===== src/rtl/mips_defs.sv =====
// Shared MIPS definitions: opcodes, ALU operation codes, sequencer state encoding
// and the control-word layout used by ControlUnit and the multicycle sequencer.
package mips_defs;

    localparam int OPC_W = 5;

    localparam logic [OPC_W-1:0] OP_RTYPE = 5'h00;
    localparam logic [OPC_W-1:0] OP_ADDI  = 5'h01;
    localparam logic [OPC_W-1:0] OP_BEQ   = 5'h04;
    localparam logic [OPC_W-1:0] OP_LW    = 5'h05;
    localparam logic [OPC_W-1:0] OP_SW    = 5'h0A;

    localparam logic [2:0] ALUOP_ADD   = 3'b000;
    localparam logic [2:0] ALUOP_SUB   = 3'b001;
    localparam logic [2:0] ALUOP_FUNCT = 3'b010;

    // Last wait-counter value before a memory access is declared dead (16 wait cycles).
    localparam logic [3:0] WAIT_LIMIT = 4'd15;

    typedef enum logic [2:0] {
        ST_IDLE     = 3'd0,
        ST_FETCH    = 3'd1,
        ST_DECODE   = 3'd2,
        ST_EXEC     = 3'd3,
        ST_MEM      = 3'd4,
        ST_WB       = 3'd5,
        ST_HALT_ERR = 3'd6
    } state_e;

    typedef struct packed {
        logic is_rtype;
        logic is_alui;
        logic is_load;
        logic is_store;
        logic is_branch;
        logic legal;
    } op_class_t;

    typedef struct packed {
        logic       pc_write;
        logic       ir_write;
        logic       reg_dst;
        logic       branch;
        logic       mem_read;
        logic       mem_to_reg;
        logic       mem_write;
        logic       alu_src;
        logic       reg_write;
        logic [2:0] alu_op;
    } ctrl_t;

    localparam ctrl_t CTRL_NONE = '0;

endpackage


===== src/rtl/op_class_decode.sv =====
// Combinational opcode classifier; anything outside the supported set reports legal=0.
module op_class_decode
    import mips_defs::*;
(
    input  logic [OPC_W-1:0] opcode_i,
    output op_class_t        class_o
);

    always_comb begin
        class_o = '0;
        case (opcode_i)
            OP_RTYPE: begin class_o.is_rtype  = 1'b1; class_o.legal = 1'b1; end
            OP_ADDI:  begin class_o.is_alui   = 1'b1; class_o.legal = 1'b1; end
            OP_BEQ:   begin class_o.is_branch = 1'b1; class_o.legal = 1'b1; end
            OP_LW:    begin class_o.is_load   = 1'b1; class_o.legal = 1'b1; end
            OP_SW:    begin class_o.is_store  = 1'b1; class_o.legal = 1'b1; end
            default:  class_o = '0;
        endcase
    end

endmodule


===== src/rtl/mips_sequencer.sv =====
// Multicycle MIPS control sequencer: FETCH/DECODE/EXEC/MEM/WB with memory-wait
// timeout into a terminal error state. state_dbg exposes the registered state.
module mips_sequencer
    import mips_defs::*;
(
    input  logic             clk,
    input  logic             rst_n,
    input  logic             run,
    input  logic [OPC_W-1:0] opcode,
    input  logic             mem_ready,
    input  logic             zero,
    output logic             PCWrite,
    output logic             IRWrite,
    output logic             RegDst,
    output logic             Branch,
    output logic             MemRead,
    output logic             MemToReg,
    output logic             MemWrite,
    output logic             ALUsrc,
    output logic             RegWrite,
    output logic [2:0]       ALUop,
    output logic             busy,
    output logic             instr_done,
    output logic             illegal_op,
    output logic             mem_timeout,
    output logic [2:0]       state_dbg
);

    state_e           state_q, state_d;
    logic [3:0]       wait_q, wait_d;
    logic [OPC_W-1:0] opc_q, opc_d;
    logic             timeout_q, timeout_d;

    logic [OPC_W-1:0] op_sel;
    op_class_t        cls;
    ctrl_t            ctrl;
    logic             busy_c, done_c, illegal_c;
    state_e           retire_state;

    // In DECODE the opcode port is live; afterwards only the latched copy is used.
    assign op_sel = (state_q == ST_DECODE) ? opcode : opc_q;
    assign opc_d  = (state_q == ST_DECODE) ? opcode : opc_q;

    op_class_decode u_op_class_decode (
        .opcode_i (op_sel),
        .class_o  (cls)
    );

    always_ff @(posedge clk) begin
        if (!rst_n) begin
            state_q   <= ST_IDLE;
            wait_q    <= '0;
            opc_q     <= '0;
            timeout_q <= 1'b0;
        end else begin
            state_q   <= state_d;
            wait_q    <= wait_d;
            opc_q     <= opc_d;
            timeout_q <= timeout_d;
        end
    end

    always_comb begin
        state_d      = state_q;
        wait_d       = '0;
        timeout_d    = timeout_q;
        ctrl         = CTRL_NONE;
        done_c       = 1'b0;
        illegal_c    = 1'b0;
        busy_c       = (state_q != ST_IDLE);
        retire_state = run ? ST_FETCH : ST_IDLE;

        case (state_q)
            ST_IDLE: begin
                if (run) state_d = ST_FETCH;
            end
            ST_FETCH: begin
                ctrl.mem_read = 1'b1;
                ctrl.alu_src  = 1'b1;
                ctrl.alu_op   = ALUOP_ADD;
                if (mem_ready) begin
                    ctrl.ir_write = 1'b1;
                    ctrl.pc_write = 1'b1;
                    state_d       = ST_DECODE;
                end else if (wait_q == WAIT_LIMIT) begin
                    timeout_d = 1'b1;
                    state_d   = ST_HALT_ERR;
                end else begin
                    wait_d = wait_q + 4'd1;
                end
            end
            ST_DECODE: begin
                if (!cls.legal) begin
                    illegal_c = 1'b1;
                    done_c    = 1'b1;
                    state_d   = retire_state;
                end else begin
                    state_d = ST_EXEC;
                end
            end
            ST_EXEC: begin
                if (cls.is_rtype) begin
                    ctrl.alu_op = ALUOP_FUNCT;
                    state_d     = ST_WB;
                end else if (cls.is_branch) begin
                    ctrl.alu_op   = ALUOP_SUB;
                    ctrl.branch   = 1'b1;
                    ctrl.pc_write = zero;
                    done_c        = 1'b1;
                    state_d       = retire_state;
                end else begin
                    ctrl.alu_src = 1'b1;
                    ctrl.alu_op  = ALUOP_ADD;
                    state_d      = cls.is_alui ? ST_WB : ST_MEM;
                end
            end
            ST_MEM: begin
                ctrl.mem_read  = cls.is_load;
                ctrl.mem_write = cls.is_store;
                if (mem_ready) begin
                    if (cls.is_store) begin
                        done_c  = 1'b1;
                        state_d = retire_state;
                    end else begin
                        state_d = ST_WB;
                    end
                end else if (wait_q == WAIT_LIMIT) begin
                    timeout_d = 1'b1;
                    state_d   = ST_HALT_ERR;
                end else begin
                    wait_d = wait_q + 4'd1;
                end
            end
            ST_WB: begin
                ctrl.reg_write  = 1'b1;
                ctrl.reg_dst    = cls.is_rtype;
                ctrl.mem_to_reg = cls.is_load;
                done_c          = 1'b1;
                state_d         = retire_state;
            end
            ST_HALT_ERR: begin
                state_d = ST_HALT_ERR;
            end
            default: begin
                state_d = ST_IDLE;
            end
        endcase

        // Outputs are forced quiet for as long as reset is held, not just after the edge.
        if (!rst_n) begin
            ctrl      = CTRL_NONE;
            done_c    = 1'b0;
            illegal_c = 1'b0;
            busy_c    = 1'b0;
        end
    end

    assign PCWrite     = ctrl.pc_write;
    assign IRWrite     = ctrl.ir_write;
    assign RegDst      = ctrl.reg_dst;
    assign Branch      = ctrl.branch;
    assign MemRead     = ctrl.mem_read;
    assign MemToReg    = ctrl.mem_to_reg;
    assign MemWrite    = ctrl.mem_write;
    assign ALUsrc      = ctrl.alu_src;
    assign RegWrite    = ctrl.reg_write;
    assign ALUop       = ctrl.alu_op;
    assign busy        = busy_c;
    assign instr_done  = done_c;
    assign illegal_op  = illegal_c;
    assign mem_timeout = timeout_q & rst_n;
    assign state_dbg   = state_q;

endmodule


===== config.mk =====
export PLATFORM = sky130hd
export DESIGN_NAME = mips_sequencer
export DESIGN_NICKNAME = d
export VERILOG_FILES = /design/src/rtl/mips_defs.sv /design/src/rtl/op_class_decode.sv /design/src/rtl/mips_sequencer.sv
export SDC_FILE = /design/constraint.sdc
export NUM_CORES = 1
export LEC_CHECK = 0
export CORE_UTILIZATION = 45
export CTS_CLUSTER_DIAMETER = 100
export DETAILED_ROUTE_END_ITERATION = 7
export MAX_ROUTING_LAYER = met4
export PLACE_DENSITY = 0.74
export SYNTH_ARGS = -nofsm -noshare
export SYNTH_HDL_FRONTEND = slang
export SYNTH_SLANG_ARGS = --single-unit
export TNS_END_PERCENT = 1

===== constraint.sdc =====
create_clock -name clk -period 3.24 [get_ports clk]
set_clock_uncertainty 0.15 [all_clocks]
set_input_delay 0.648 -clock clk [delete_from_list [all_inputs] [get_ports clk]]
set_output_delay 0.648 -clock clk [all_outputs]
set_load 0.005 [all_outputs]

; Yosys cells after proc, flatten, opt, wreduce, memory -nomap -nowiden
; Cells that the tools add are included.
[word_totals]
elab_cells = 74
regBits = 13
in_bits = 10
[op_classes]
eq_ne = 12
add_sub_neg = 1
n_bitwise = 4
reduce_logical = 7
muxes = 46
[ops]
columns = cell, count
row1 = $mux W1, 28
row2 = $mux W3, 9
row3 = $pmux W3 S7, 1
row4 = $mux W12, 1
row5 = $eq A5 B3 Y1 const B, 2
row6 = $eq A3 B3 Y1 const B, 3
row7 = $eq A3 B2 Y1 const B, 2
row8 = $pmux W1 S2, 3
row9 = $eq A5 B1 Y1 const B, 1
row10 = $eq A5 B4 Y1 const B, 1
row11 = $logic_not A5 Y1, 1
row12 = $mux W5, 1
row13 = $reduce_or A5 Y1, 1
row14 = $add A4 B1 Y4 const B, 1
row15 = $eq A4 B4 Y1 const B, 1
row16 = $mux W2, 2
row17 = $pmux W1 S4, 1
row18 = $reduce_or A4 Y1, 1
row19 = $eq A3 B1 Y1 const B, 1
row20 = $logic_not A3 Y1, 1
row21 = $not A1 Y1, 3
row22 = $reduce_and A3 Y1, 1
row23 = $reduce_bool A3 Y1, 1
row24 = $ne A2 B2 Y1 const B, 1
row25 = other kinds (2), 2

; Depth between registers and ports, before layout
; Gate-level depths: netlist of the first run.
[depth]
word_depth = 8
mapped_depth = 6
mapped_depth_nobuf = 5

; Modules after synthesis
; Synthesis of the first run repeated with hierarchy kept, for this count alone.
[unflattened]
hier_cells = 116
area_unflattened_um2 = 929.6
[by_module_without_submodules]
columns = mod, n_inst, cells_per_inst, area_each_um2, seq_area_each_um2
row1 = mips_sequencer, 1, 106, 850.8, 260.2
row2 = op_class_decode, 1, 10, 78.8, 0.0

; Worst setup path before layout of the first run
; OpenSTA, ideal clock, no wires.
[synth_timing]
kind = in2out
startpoint = in opcode[0]
endpoint = out ALUop[1]
required_ns = 2.442
t_arrival_ns = 1.386
path_slack_ns = 1.056
path_buffers = 0
path_stages = 3
path_cell_list = nor4_1 > mux2i_2 > nor4_1
[synth_between]
elab_chain_len = 6
[synth_lines]
columns = item, line
row1 = from (decl), mips_sequencer.sv:9  ; input logic [OPC_W-1:0] opcode,
row2 = $mux W5, -
row3 = $logic_not A5 Y1, op_class_decode.sv:11  ; case (opcode_i)
row4 = $mux W1, op_class_decode.sv:11
row5 = $mux W3, mips_sequencer.sv:102  ; if (cls.is_rtype) begin
row6 = $mux W3, mips_sequencer.sv:73  ; case (state_q)
row7 = $mux W12, mips_sequencer.sv:150  ; if (!rst_n) begin
row8 = to (decl), mips_sequencer.sv:21  ; output logic [2:0] ALUop,
; No other way between the ends.

; Worst setup path in the final report of the first run
[layout_timing]
startpoint = in opcode[0]
endpoint = out PCWrite
[layout_between]
elab_chain_len = 7
elab_cells_between_ends = 9
[layout_lines]
columns = item, line
row1 = $mux W5 (*), -
row2 = $eq A5 B3 Y1, op_class_decode.sv:11
row3 = $mux W1, op_class_decode.sv:11
row4 = $mux W1, mips_sequencer.sv:105  ; end else if (cls.is_branch) begin
row5 = $mux W1 (*), mips_sequencer.sv:102
row6 = $pmux W1 S2 (*), mips_sequencer.sv:73
row7 = $mux W12 (*), mips_sequencer.sv:150
row8 = to (decl), mips_sequencer.sv:12  ; output logic PCWrite,
; Mark *: on every way between the ends. The rest lies on a longest branch, timed or not.

==> qor.txt, run 1 <==
total grt overflow: 0
Yosys cell types: 44
hold-fix buffer count after cts: 0
slowest cell on the critical path: sky130_fd_sc_hd__clkdlybuf4s50_1
first element of the critical path: opcode[0]
dominant combinational cell family by area after synthesis: simple AND/OR/NAND/NOR gates
Die Span X: 46.6 um
gate family responsible for the most delay along the worst path: buffers and inverters
max-capacitance violation count: 0
Post-Synth XOR/XNOR Area: 0.0196
final max-slew violation count: 0
pin count of the biggest net entering global routing: 16
clock latency on the worst-skew pair: 0.28 ns
share of final-layout standard cells stronger than drive strength 1: 0.124
critical setup path kind: input port to output port
routability cong.: 0.842
Root Buffer Master: sky130_fd_sc_hd__clkbuf_4
worst-path fanout max: 4
Leakage: 0.000462 uW
combined buffer and inverter count along the critical path: 2
Async S/R FF share, synth: 0
cell total after placement: 166
P&R area growth vs syn: 39.4%
critical register-to-register path startpoint: state_dbg[2]
setup ws final: -0.00185 ns
first-pass GRT wire length: 3.71 mm
number of core rows: 15
share of cell area taken by muxes after synthesis: 0.0601
post-synthesis compound-gate area fraction: 0.222
clock tree sinks: 13
number of warnings issued by yosys: 0
Clock H-tree levels: 1
final standard cell area without fillers: 1250 um2
critical path's most frequent cell: sky130_fd_sc_hd__clkdlybuf4s50_1
antenna violations before repair: 0
violations in the final reports: setup timing
Synth area leader: sky130_fd_sc_hd__dfxtp_1
VDD IR-drop max: 0.000283 V
Vias/cell: 5.84
leading post-synthesis cells by cell area: sky130_fd_sc_hd__dfxtp_1, sky130_fd_sc_hd__nor2_1, sky130_fd_sc_hd__mux2i_1, sky130_fd_sc_hd__a31oi_1, sky130_fd_sc_hd__inv_1
placed cell areas: 1210 um2
WHS: 0.299 ns
Clock Pin Slew Worst Setup and Hold Paths: 0.07 ns
highest clock rate: 308 MHz
Die Y: 46.6 um
Initial Utilization: 0.497
port buffer count: 27
startpoint types: input port
average footprint of a synthesized cell: 7.99 um2
total of endpoints with negative setup slack in the final report: 1
required time of the worst setup path: 2.44 ns
overall fraction of global-route tracks in use: 0.249
number of nets with antenna violations after detailed routing: 0
Num CTS Buffers: 3
series of cell instances along the critical path: clkdlybuf4s50_1, nor4_2, mux2i_2, nor2_2, a41o_1, clkdlybuf4s50_1
crit path DAT: 2.44 ns
post-route non-filler standard cell count: 170
Max clock buf depth: 2
Ports: 29
count of unresolved DRC violations after routing: 0
clock tree from TritonCTS: yes
fraction of the yosys area taken by sequential cells: 0.291
class of the tightest hold or removal check: flip-flop to flip-flop
share of synthesized cell area in full adder, half adder and majority cells: 0.0140
Net Count, Synth: 123
largest stage delay on the critical path: 0.49 ns
vias in the first global route: 815
final critical-path share of the clock period: 1.00
post-synth top area share: 0.291
Antenna Cells: 0
total power divided by cell area: 337 nW/um2
nature of the critical path endpoint: output port
routed length per placed instance: 14.2 um
startpoint of the most critical hold path: wait_q[0]
share of synthesized cell area in and, or, nand and nor gates: 0.302
Post-synth EDFFs: 0
number of iterations in the first detailed-routing pass: 4
post-synthesis instance area: 895 um2
first-iteration detailed-routing DRC count: 29
area of the die: 2170 um2
count of mapped cells out of synthesis: 112
HPWL after detailed placement: 1.74 mm
Total Nets Final: 157
post-layout minimum cycle time: 3.24 ns
area used by sequential logic in the layout: 260 um2
vias after detailed routing: 992
drt total wl: 2.41 mm
number of endpoints with negative hold slack in the final report: 0
register bit count reported by yosys: 13
most common flop cell mapped by yosys: sky130_fd_sc_hd__dfxtp_1
placeable core area: 1800 um2
Filler Cells Inserted: 157
area used by multi-input combinational logic: 569 um2
outcome: finished, violations left
[through the flow]
| stage | setup TNS, ns | worst slack [ns] | util | total power [uW] |
|---|---|---|---|---|
| CTS | 0 | 0.0561 | 0.685 | 419 |
| detailed placement | 0 | 0.0542 | 0.671 | 319 |
| floorplan | 0 | 1.06 | - | 256 |
| global route | -0.180 | -0.0699 | 0.692 | 443 |
| global placement | 0 | 0.0482 | 0.671 | 317 |
| finish | -0.00185 | -0.00185 | 0.692 | 421 |
[cell families (layout without fill, tap and decap cells)]
kind of cell,count (synthesis),after routing
flip-flops,13,13
adder cells (fa/ha/maj),1,1
other,1,1
AO/OA/AOI/OAI,29,29
multiplexers,5,5
buffers and inverters,14,47
XOR/XNOR,2,2
AND/OR/NAND/NOR,47,47
[cells in the mapped netlist, types with 2 or more instances]
| library cell | number |
|---|---|
| sky130_fd_sc_hd__nand2_1 | 5 |
| sky130_fd_sc_hd__mux2i_1 | 4 |
| sky130_fd_sc_hd__buf_4 | 2 |
| sky130_fd_sc_hd__nor2_1 | 14 |
| sky130_fd_sc_hd__nand3_1 | 3 |
| sky130_fd_sc_hd__a21o_1 | 2 |
| sky130_fd_sc_hd__a31oi_1 | 6 |
| sky130_fd_sc_hd__buf_6 | 2 |
| sky130_fd_sc_hd__dfxtp_1 | 13 |
| sky130_fd_sc_hd__o21ai_1 | 3 |
| sky130_fd_sc_hd__o2111ai_1 | 2 |
| sky130_fd_sc_hd__buf_2 | 2 |
| sky130_fd_sc_hd__o21bai_1 | 2 |
| sky130_fd_sc_hd__inv_1 | 8 |
| sky130_fd_sc_hd__a41oi_1 | 2 |
| sky130_fd_sc_hd__nor4_1 | 3 |
| sky130_fd_sc_hd__or3_1 | 3 |
| sky130_fd_sc_hd__nor3_1 | 3 |
| sky130_fd_sc_hd__and2b_1 | 2 |
| sky130_fd_sc_hd__and2_1 | 3 |
| sky130_fd_sc_hd__a21oi_1 | 2 |
| sky130_fd_sc_hd__o21ai_0 | 4 |
[worst paths after layout]
check	cells after the start	slack, ns	to
worst min register to register	1	0.30	wait_q[0]
worst min-delay path	1	0.30	wait_q[0]
worst max-delay path	6	-0.002	PCWrite
worst max register to register	5	1.33	state_dbg[0]
[cells in the final DEF, fill, tap and decap left out, types with 2 or more instances in the layout]
cell	synthesis	routed
sky130_fd_sc_hd__nor2_1	14	14
sky130_fd_sc_hd__nand3_1	3	3
sky130_fd_sc_hd__a21o_1	2	2
sky130_fd_sc_hd__nand2_1	5	5
sky130_fd_sc_hd__nor4_2	1	3
sky130_fd_sc_hd__clkdlybuf4s50_1	0	27
sky130_fd_sc_hd__nor3_1	3	3
sky130_fd_sc_hd__a31oi_1	6	6
sky130_fd_sc_hd__and2b_1	2	2
sky130_fd_sc_hd__o2111ai_1	2	2
sky130_fd_sc_hd__mux2i_1	4	4
sky130_fd_sc_hd__and2_1	3	3
sky130_fd_sc_hd__buf_4	2	8
sky130_fd_sc_hd__o21bai_1	2	2
sky130_fd_sc_hd__o21ai_0	4	4
sky130_fd_sc_hd__inv_1	8	8
sky130_fd_sc_hd__a41oi_1	2	2
sky130_fd_sc_hd__a21oi_1	2	2
sky130_fd_sc_hd__or3_1	3	3
sky130_fd_sc_hd__clkbuf_4	0	3
sky130_fd_sc_hd__o21ai_1	3	3
sky130_fd_sc_hd__dfxtp_1	13	13
[report_power, final]
| group | internal [uW] | leakage, uW | switching (uW) |
|---|---|---|---|
| clock | 47.7 | 0.0000150 | 53.3 |
| sequential | 168 | 0.000105 | 7.83 |
| combinational | 71.0 | 0.000342 | 73.4 |
| total | 286 | 0.000462 | 135 |
[sequential cells by signal (all words and copies together) (netlist names)]
register and cells:
wait_q 4, state_dbg 3, opc_q 5, timeout_q 1
[cell type report]
| cell class | count | share of cell area |
|---|---|---|
| multi-input combinational | 85 | 0.456 |
| tap | 25 | 0.0251 |
| timing repair buffer | 35 | 0.265 |
| inverter | 8 | 0.0241 |
| clock buffer | 4 | 0.0211 |
| sequential | 13 | 0.209 |
[metal layers]
metal	share of wire	wire (um)	global-route usage	vias to the layer above
li1	-	-	-	475
met1	0.46	1110	0.338	464
met2	0.46	1100	0.381	51
met3	0.076	182	0.0235	2
met4	0.0058	14	0.0882	0
met5	0	0	-	-
[repair_timing]
| item | CTS | global route |
|---|---|---|
| setup buffers | 0 | 0 |
| hold endpoints to repair | 0 | 0 |
| resized for setup | 0 | 2 |
| endpoints found under the setup margin | 0 | 2 |
Note: power is estimated with default switching activity, not from simulation.
==> inputs of run 2 (changes only) <==
--- a/config.mk
+++ b/config.mk
@@ -6,6 +6,7 @@
 export NUM_CORES = 1
 export LEC_CHECK = 0
 export CORE_UTILIZATION = 45
+export CTS_BUF_LIST = sky130_fd_sc_hd__clkbuf_16
 export CTS_CLUSTER_DIAMETER = 100
 export DETAILED_ROUTE_END_ITERATION = 7
 export MAX_ROUTING_LAYER = met4
==> run 2 against run 1 <==
  * The run now ends clean
  * Via count fell by 0.71%
  * Die area did not move
  * Critical endpoint unchanged
  * Sequential power barely moved
  * Global-route usage up 0.66 points
  * Sequential share of layout area fell by 0.90 points
  * Maximum frequency rose by 3.2%
  * Utilization is 3.1 points higher
  * Count of clock-buffer cells in the layout shrank 1
  * Final cell count unchanged
  * Final area grew 4.5%
==> qor.txt, run 2 (synthesized netlist as in run 1, its figures left out) <==
number of nets with antenna violations after detailed routing: 0 (unchanged)
clock tree from TritonCTS: yes
Root Buffer Master: sky130_fd_sc_hd__clkbuf_16
VDD IR-drop max: 0.000329 V (+16%)
Leakage: 0.000487 uW (+5.4%)
Die Span X: 46.6 um (unchanged)
final critical-path share of the clock period: 0.970 (-0.0308)
Combinational Power Share: 0.262 (-0.081)
highest clock rate: 318 MHz (+3.2%)
antenna violations before repair: 0 (unchanged)
largest stage delay on the critical path: 0.49 ns (about the same)
number of iterations in the first detailed-routing pass: 4 (unchanged)
Internal: 402 uW (+41%)
HPWL after detailed placement: 1.74 mm (unchanged)
post-layout minimum cycle time: 3.14 ns (-0.0999 ns)
crit path DAT: 2.34 ns (-0.10 ns)
startpoint types: input port
Num CTS Buffers: 3 (unchanged)
share of final-layout standard cells stronger than drive strength 1: 0.131 (+0.00690)
count of unresolved DRC violations after routing: 0 (unchanged)
port buffer count: 27 (unchanged)
Die Y: 46.6 um (unchanged)
most frequent cells in the layout: sky130_fd_sc_hd__clkdlybuf4s50_1, sky130_fd_sc_hd__nor2_1, sky130_fd_sc_hd__dfxtp_1
slowest cell on the critical path: sky130_fd_sc_hd__clkdlybuf4s50_1
area of the die: 2170 um2 (unchanged)
total power divided by cell area: 421 nW/um2 (+25%)
flip-flop count of the largest register after layout: 5 (unchanged)
series of cell instances along the critical path: clkdlybuf4s50_1, nor4_2, mux2i_2, nor2_2, a41o_1, clkdlybuf4s50_1
number of core rows: 15 (unchanged)
switching pwr: 147 uW (+9.2%)
critical path's most frequent cell: sky130_fd_sc_hd__clkdlybuf4s50_1
vias in the first global route: 835 (+2.5%)
pre-CTS setup slack: 0.0542 ns (unchanged)
Most Used Layer, Global Route: met2
total grt overflow: 0 (unchanged)
total of endpoints with negative setup slack in the final report: 0 (-1)
first-pass GRT wire length: 3.79 mm (+2.0%)
global routing met1 resource utilization: 0.338 (unchanged)
pin count of the biggest net entering global routing: 16 (unchanged)
vias after detailed routing: 985 (-0.71%)
placeable core area: 1800 um2 (unchanged)
Initial Utilization: 0.497 (unchanged)
number of endpoints with negative hold slack in the final report: 0 (unchanged)
required time of the worst setup path: 2.44 ns (about the same)
Max clock buf depth: 2 (unchanged)
Antenna Cells: 0 (unchanged)
leading cell type in the layout, fill and taps excluded: sky130_fd_sc_hd__clkdlybuf4s50_1
nature of the critical path endpoint: output port
max-capacitance violation count: 0 (unchanged)
class of the tightest hold or removal check: flip-flop to flip-flop
number of gates resized after CTS: 0 (unchanged)
sequential group share of total power: 0.321 (-0.096)
P&R area growth vs syn: 45.7%
Clock Pin Slew Worst Setup and Hold Paths: 0.04 ns (-0.03 ns)
GR Util met3: 0.0353 (+0.0118)
clock tree sinks: 13 (unchanged)
Sw Share: 0.267 (-0.0522)
overall fraction of global-route tracks in use: 0.256 (+0.00662)
routed length per placed instance: 13.8 um (-2.6%)
post-CTS setup buffer count: 0 (unchanged)
setup ws final: 0.0980 ns (+0.0999 ns)
drt total wl: 2.35 mm (-2.6%)
Clock H-tree levels: 1 (unchanged)
routability cong.: 0.842 (unchanged)
first-iteration detailed-routing DRC count: 36 (+24%)
final max-slew violation count: 0 (unchanged)
Vias/cell: 5.79 (-0.71%)
hold-fix buffer count after cts: 0 (unchanged)
proportion of power drawn by the clock network: 0.417 (+0.177)
Top reg by flops: opc_q
gate family responsible for the most delay along the worst path: buffers and inverters
combined buffer and inverter count along the critical path: 2 (unchanged)
met2 routing resource usage after global routing: 0.392 (+0.0111)
outcome: finished clean
total negative slack: 0 ns (+0.00185 ns)
Total Nets Final: 157 (unchanged)
worst-path fanout max: 4 (unchanged)
critical setup path kind: input port to output port
clock latency on the worst-skew pair: 0.24 ns (-0.04 ns)
Ports: 29 (unchanged)
[run 2: path summary, 6_finish.rpt]
path,startpoint,to,slack (ns),depth (start not counted)
setup / recovery,opcode[0],PCWrite,0.1,6
hold reg to reg,wait_q[0],wait_q[0],0.29,1
setup reg to reg,state_dbg[2],state_dbg[0],1.31,5
hold / removal,wait_q[0],wait_q[0],0.29,1
[run 2: worst register-to-register path: stages (launching register included)]
cell and delay, ns:
sky130_fd_sc_hd__dfxtp_1 0.54, sky130_fd_sc_hd__and2b_1 0.29, sky130_fd_sc_hd__and4_1 0.22, sky130_fd_sc_hd__buf_4 0.15, sky130_fd_sc_hd__o2bb2ai_1 0.11, sky130_fd_sc_hd__or3_1 0.35
[run 2: power by group through the flow]
| stage | Sequential [uW] | Clock, uW | Combinational [uW] |
|---|---|---|---|
| after floorplan | 180 | 0 | 75.8 |
| after global placement | 179 | 0 | 139 |
| after detailed placement | 179 | 0 | 140 |
| after CTS | 176 | 232 | 140 |
| after global routing | 178 | 238 | 157 |
| final | 176 | 229 | 144 |
[run 2: stage by stage]
step | total power [uW] | utilization | hold slack, ns | instance area (um2) | std cells
after CTS | 548 | 0.715 | 0.298 | 1290 | 170
after detailed placement | 319 | 0.671 | 0.288 | 1210 | 166
after global routing | 573 | 0.724 | 0.309 | 1300 | 170
final | 549 | 0.724 | 0.292 | 1300 | 170
after floorplan | 256 | - | 0.268 | 895 | 112
after global placement | 317 | 0.671 | 0.281 | 1210 | 166
[run 2: cell type report]
type                       instances  area [um2]
clock buffer                       3        75.1
clock inverter                     1        3.75
fill                             145         498
inverter                           8        30.0
multi-input combinational         85         573
sequential                        13         260
tap                               25        31.3
timing repair buffer              35         330
[run 2: routing by layer]
layer  share of wire  wire length [um]
met1            0.45              1060
met2            0.44              1040
met3           0.095               222
met4           0.012                28
met5               0                 0
==> patch: new RTL, settings of run 1 <==
Change the package constant `OPC_W` from 5 to 10.
--- a/src/rtl/mips_defs.sv
+++ b/src/rtl/mips_defs.sv
@@ -4,3 +4,3 @@
 
-    localparam int OPC_W = 5;
+    localparam int OPC_W = 10;
 
Interface: changed (resized opcode); port bits go from 29 to 34. No check against the original RTL was run, so the function may have changed too.
==> patch against run 1 <==
Setup slack worse by 0.043 ns. Sequential cell count is 5 higher. Utilization is 1.3 points lower. Final area is 34% higher. Synthesized area is 30% higher. Global-route usage is 0.30 points higher. Total power is 12% higher. Wire length is 28% higher. Highest routed layer unchanged. The run still ends with setup timing left.
==> patch: results <==
drt:
  drt_iter0_drc: 31
  wirelength_met1_um: 1380
  routedWlPerCell_um: 13.5
  wl_met3_um: 192
synthesis:
  yosysSeqAreaShare: 0.310
  syn-num-nets: 172
  synth.area.mux_share: 0
  synthTopCellsByArea: "dfxtp_1, nand2_1, a21oi_1"
  synthAdderAreaFrac: 0.0108
grt:
  grt_pass1_wl_um: 4970
  grt_max_degree: 19
  use_met3: 0.0377
  grt_pass1_vias: 1148
  use_met1: 0.315
  grt_use_met2: 0.386
  grt_use_total: 0.252
power:
  p_clk_uw: 111
  irDropWorstVdd_mv: 0.305
  internal_power_uw: 334
  clkPwrFrac: 0.236
  pg_seq_uw: 234
clock_tree:
  clock_latency_ns: 0.30
  cts.repair.resized: 10
finish:
  fin_nets: 217
critical_path:
  reg2reg_setup_slack_ns: 1.31
  reg2reg_depth: 6
  cp_max_fo: 5
  critical_path_arrival_ns: 2.49
outcome:
  run_status: "finished, violations left"
  violations: "setup timing"
sta:
  setup_slack_ns: -0.0448
  fin_tns_setup_ns: -0.0448
  setup_viol: 1
place:
  dp_hpwl_um: 2380
  place.port_buffers: 32
[patch: through the flow]
stage                     instance area [sq um]  setup slack (ns)  hold WS (ns)  instances
after floorplan                            1160             0.825         0.268        156
after global placement                     1590            -0.265         0.284        226
after detailed placement                   1590            -0.249         0.308        226
after CTS                                  1640            -0.177         0.332        229
after global routing                       1670            -0.106         0.336        229
final                                      1670           -0.0448         0.322        229
[patch: cell type report]
| type | instances | area, sq um |
|---|---|---|
| timing repair buffer | 49 | 447 |
| tap | 30 | 37.5 |
| fill | 203 | 787 |
| multi-input combinational | 126 | 790 |
| inverter | 3 | 11.3 |
| clock buffer | 3 | 22.5 |
| sequential | 18 | 360 |
[patch: worst max-delay path, cell delays in order]
cell,delay [ns]
clkdlybuf4s50_1,0.43
buf_4,0.16
nor2_4,0.13
nand4_4,0.13
o32ai_4,0.19
nand4_1,0.13
a21oi_1,0.16
clkdlybuf4s50_1,0.51
